`src/rtl/usb_bulk_pkg.sv`:
```
// Shared definitions for the bulk-IN endpoint mux: FSM encoding,
// max-packet sizes and the per-transaction byte counter width.
package usb_bulk_pkg;

    typedef enum logic [1:0] {
        IDLE   = 2'd0,
        STREAM = 2'd1,
        DRAIN  = 2'd2
    } state_t;

    localparam int MAX_PKT_HS = 512;
    localparam int MAX_PKT_FS = 64;
    localparam int CNT_W      = 10;

endpackage

```
`src/rtl/usb_bulk_in_mux.sv`:
```
// Routes one of NUM_EP AXI-S endpoint sources onto the bid_* bulk-IN port.
// Define USB_BULK_IN_LIMIT_EN to cut packets at MAX_PACKET bytes.
module usb_bulk_in_mux
    import usb_bulk_pkg::*;
#(
    parameter int NUM_EP     = 2,
    parameter int EP_BASE    = 1,
    parameter int MAX_PACKET = MAX_PKT_HS
) (
    input  logic                clk,
    input  logic                rst,
    input  logic                blk_in_xfer_i,
    input  logic [3:0]          blk_xfer_endpoint_i,
    input  logic [NUM_EP-1:0]   src_has_data_i,
    input  logic [NUM_EP-1:0]   src_tvalid_i,
    output logic [NUM_EP-1:0]   src_tready_o,
    input  logic [NUM_EP-1:0]   src_tlast_i,
    input  logic [8*NUM_EP-1:0] src_tdata_i,
    output logic                bid_has_data_o,
    output logic                bid_tvalid_o,
    input  logic                bid_tready_i,
    output logic                bid_tlast_o,
    output logic [7:0]          bid_tdata_o,
    output logic [3:0]          sel_ep_o,
    output logic                busy_o
);

    localparam int IDX_W = (NUM_EP > 1) ? $clog2(NUM_EP) : 1;

`ifdef USB_BULK_IN_LIMIT_EN
    localparam bit LIMIT_EN = 1'b1;
`else
    localparam bit LIMIT_EN = 1'b0;
`endif

    state_t             state, state_n;
    logic [IDX_W-1:0]   sel_idx, dec_idx;
    logic [3:0]         sel_ep;
    logic [CNT_W-1:0]   count, count_n;
    logic               dec_in_range;
    logic               sel_valid, sel_last, limit_hit, handshake, tlast_now;
    logic [7:0]         sel_byte;

    // Endpoint decode must be combinational so has_data answers in the sampling cycle.
    assign dec_idx      = IDX_W'(blk_xfer_endpoint_i - 4'(EP_BASE));
    assign dec_in_range = (int'(blk_xfer_endpoint_i) >= EP_BASE) &&
                          (int'(blk_xfer_endpoint_i) <  EP_BASE + NUM_EP);

    assign bid_has_data_o = dec_in_range & src_has_data_i[dec_idx];

    assign limit_hit = LIMIT_EN && (count == CNT_W'(MAX_PACKET - 1));

    always_comb begin
        sel_valid = 1'b0;
        sel_last  = 1'b0;
        sel_byte  = 8'h00;
        for (int i = 0; i < NUM_EP; i++) begin
            if (IDX_W'(i) == sel_idx) begin
                sel_valid = src_tvalid_i[i];
                sel_last  = src_tlast_i[i];
                sel_byte  = src_tdata_i[i*8 +: 8];
            end
        end
    end

    // A dropped blk_in_xfer_i gates the handshake at once, so no byte is lost on abort.
    always_comb begin
        state_n      = state;
        bid_tvalid_o = 1'b0;
        bid_tlast_o  = 1'b0;
        bid_tdata_o  = 8'h00;
        src_tready_o = '0;
        handshake    = 1'b0;
        tlast_now    = 1'b0;
        case (state)
            IDLE: begin
                if (blk_in_xfer_i) begin
                    state_n = dec_in_range ? STREAM : DRAIN;
                end
            end
            STREAM: begin
                tlast_now   = sel_last | limit_hit;
                bid_tdata_o = sel_byte;
                bid_tlast_o = tlast_now;
                if (!blk_in_xfer_i) begin
                    state_n = IDLE;
                end else begin
                    bid_tvalid_o = sel_valid;
                    for (int i = 0; i < NUM_EP; i++) begin
                        src_tready_o[i] = (IDX_W'(i) == sel_idx) & bid_tready_i;
                    end
                    handshake = sel_valid & bid_tready_i;
                    if (handshake && tlast_now) begin
                        state_n = DRAIN;
                    end
                end
            end
            DRAIN: begin
                if (!blk_in_xfer_i) begin
                    state_n = IDLE;
                end
            end
            default: state_n = IDLE;
        endcase
    end

    always_comb begin
        count_n = count;
        if (state_n == IDLE) begin
            count_n = '0;
        end else if (handshake) begin
            count_n = count + CNT_W'(1);
        end
    end

    always_ff @(posedge clk or posedge rst) begin
        if (rst) begin
            state   <= IDLE;
            sel_idx <= '0;
            sel_ep  <= 4'd0;
            count   <= '0;
        end else begin
            state <= state_n;
            count <= count_n;
            if (state == IDLE && blk_in_xfer_i) begin
                sel_idx <= dec_idx;
                sel_ep  <= blk_xfer_endpoint_i;
            end
        end
    end

    assign sel_ep_o = sel_ep;
    assign busy_o   = (state != IDLE);

endmodule

```
`config.mk`:
```
export PLATFORM = sky130hd
export DESIGN_NAME = usb_bulk_in_mux
export DESIGN_NICKNAME = d
export VERILOG_FILES = /design/src/rtl/usb_bulk_pkg.sv /design/src/rtl/usb_bulk_in_mux.sv
export SDC_FILE = /design/constraint.sdc
export NUM_CORES = 1
export LEC_CHECK = 0
export CAP_MARGIN = 20
export CORE_MARGIN = 2
export CORE_UTILIZATION = 35
export CTS_CLUSTER_SIZE = 28
export DETAILED_ROUTE_END_ITERATION = 8
export DONT_BUFFER_PORTS = 1
export MAX_ROUTING_LAYER = met4
export PLACE_DENSITY = 0.56
export REMOVE_ABC_BUFFERS = 1
export SETUP_SLACK_MARGIN = 0.02
export SLEW_MARGIN = 10
export SYNTH_ARGS = -nofsm -noshare
export SYNTH_HDL_FRONTEND = slang
export SYNTH_SLANG_ARGS = --single-unit
```
`constraint.sdc`:
```
create_clock -name clk -period 1.4 [get_ports clk]
set_input_delay 0.28 -clock clk [delete_from_list [all_inputs] [get_ports clk]]
set_output_delay 0.28 -clock clk [all_outputs]
set_load 0.005 [all_outputs]
```
==> flow_summary.ini <==
[yosys]
yosys_warnings = 0
synth_area_leaders = dfrtp_1 (33%), mux2i_1 (21%), nand2_1 (11%)
synth.yosys.seq_area_share_pct = 32.9
yosysTopAreaCellShare_pct = 32.9
ys_seq_elements = 7
netlist_instances = 65
syn_area_per_cell_um2 = 8.18
synth_largest_area_cell = dfrtp_1
netlist_area_um2 = 532
synth_cell_type_count = 22

[layout]
drive_above_1_share_pct = 27.4
final_core_util_pct = 46.8
diodes = 0
num-nets-final = 104
layout_commonest_cell = nand2_1
multi_input_area_um2 = 369
layout_common_cells = nand2_1 (14), mux2i_1 (11), nor2_1 (11)
seq_area_um2 = 176
fill_cells = 153
syn2layout_area_growth_pct = 29.4

[sta]
relSlewSlack_pct = 82.1
fmax_mhz = 730
hold_viol_final = 0
rsz0062_at_grt = true
slew_viol_final = 0
finalSetupViolCount = 0
min_period_ns = 1.37
finalCritPeriodShare_pct = 97.8
tightestPinTransition_ns = 0.266
fin_ws_ns = 0.0305
fin_worst_skew_ns = 0.00539

[pwr]
power.density_nw_per_um2 = 934
ir_drop_uv = 304
p_leak_nw = 0.316

[clocking]
cts_buffers = 3
cts.clk_slew.worst_paths_ns = 0.05
cts-root-buf = clkbuf_4
clock_path_buffers = 2
h-tree-depth = 1
insertion_delay_ns = 0.25
cts_tree = done
cts_num_sinks = 7

[drt]
drt_first_pass_iters = 4
detail_route.iter0.violations = 5
ant_nets = 0
post_drt_via_cell_ratio = 5.71
wl_per_cell_um = 14.6
routed_wirelength_mm = 1.30
vias = 508
drcViolationCount = 0

[setup_path]
rr_startpoint = state[0]$_DFFE_PP0P_
crit_fanout = 4
r2r_end = sel_ep_o[0]$_DFFE_PP0P_
ff2ff_path_depth = 4
crit_path_start_kind = flop
end_kind = output port
critical_path_class = flop to output port
r2r_slack_ns = 0.14
arrival_ns = 1.09
critical_path_required_ns = 1.12

[worst_hold_path]
hold_end = sel_idx$_DFFE_PP0P_
hold_start = blk_xfer_endpoint_i[0]
holdCritPathClass = input port to flop
hold_depth = 1

[placement]
pre_cts_slack_ns = 0.134
globalplace.congestion = 0.754
place_hpwl_um = 937
portBuffers = 0

[floorplan]
row_count = 14
io_pins = 48
start_util_pct = 36.1
die_x_um = 43.0
dieArea_um2 = 1850
die_h_um = 43.0
core-area_um2 = 1470

[grt]
grt_pass1_wl_mm = 1.97
grtUsageMet1_pct = 15.6
grt_overflow = 0
grt_pass1_vias = 452
met3_usage_pct = 6.38
busiest_layer = met2
met2_usage_pct = 23.6
grt_max_degree = 16
grt_usage_pct = 15.1
antenna_found_initial = 0

[flow_run]
drv_cap = 0

[run_status]
run_status = complete, no violations
## synth_stat cells
| cell type | n |
|---|---|
| or3b_1 | 1 |
| buf_2 | 3 |
| nand4b_1 | 1 |
| nand4_1 | 1 |
| or2_2 | 1 |
| and4_1 | 1 |
| a31oi_1 | 1 |
| clkbuf_1 | 1 |
| mux2i_1 | 11 |
| inv_1 | 1 |
| nor3b_1 | 2 |
| o21ai_1 | 1 |
| nor2_1 | 11 |
| o41ai_1 | 1 |
| o22ai_2 | 1 |
| or3_4 | 1 |
| dfrtp_1 | 7 |
| nand2_1 | 15 |
| nand2b_1 | 1 |
| a21boi_0 | 1 |
| xnor2_1 | 1 |
| nor2b_1 | 1 |
## critical path, cell delays in order (launching register included)
cell	delay, ns
dfrtp_1	0.39
nor2b_4	0.17
nand2_2	0.07
nor3b_2	0.20
## cell type report
type,instances,area share (%)
inverter,1,0.545
sequential,7,25.6
clock buffer,4,3.82
timing repair buffer,8,13.5
multi-input combinational,53,53.6
tap,16,2.91
## metrics by stage
stage	hold slack (ns)	cell area, um2	TNS, ns	std cells	total power, mW
after global placement	0.118	548	0	79	0.397
after floorplan	0.0834	513	0	61	0.368
after global routing	0.105	688	-0.103	89	0.693
after detailed placement	0.122	548	0	79	0.401
final	0.109	688	0	89	0.642
after CTS	0.101	623	0	87	0.611
## what timing repair did
item	CTS	global route
gates cloned	0	1
endpoints found under the setup margin	12	19
hold endpoints to repair	7	0
resized for setup	5	8
pin swaps	2	2
hold buffers	1	0
buffers inserted	3	1
## how the worst max path moves through the flow
stage | slack [ns] | cells past startpoint | startpoint | to
6_report | 0.03 | 3 | state[0]$_DFFE_PP0P_ | src_tready_o[0]
5_1_grt | -0.04 | 3 | state[0]$_DFFE_PP0P_ | src_tready_o[0]
4_1_cts | 0.005 | 3 | state[0]$_DFFE_PP0P_ | src_tready_o[0]
3_5_place_dp | 0.13 | 3 | state[0]$_DFFE_PP0P_ | state[1]$_DFFE_PP0P_
3_3_place_gp | 0.16 | 3 | state[0]$_DFFE_PP0P_ | state[1]$_DFFE_PP0P_
2_1_floorplan | 0.19 | 2 | sel_idx$_DFFE_PP0P_ | bid_tdata_o[0]
## routing by layer
layer  up-vias  wire length [um]
li1        238                 -
met1       234               539
met2        36               624
met3         0               137
met4         0                 0
met5         -                 0
## where the power goes
part / internal (mW) / switching (mW)
clock network: 0.109 / 0.0747
registers: 0.232 / 0.0258
logic: 0.119 / 0.0831
## cell families after synthesis
group,Yosys count,synth area share (%)
buffers and inverters,5,4.23
DFF,7,32.9
and+or+nand+nor,36,32.9
AOI/OAI and AO/OA,5,7.53
muxes,11,20.7
xor gates and xnor gates,1,1.65
## registers in the layout (all words and copies together) (netlist names)
name and cells:
sel_idx 1, state 2, sel_ep_o 4
(Power assumes the default switching activity.)
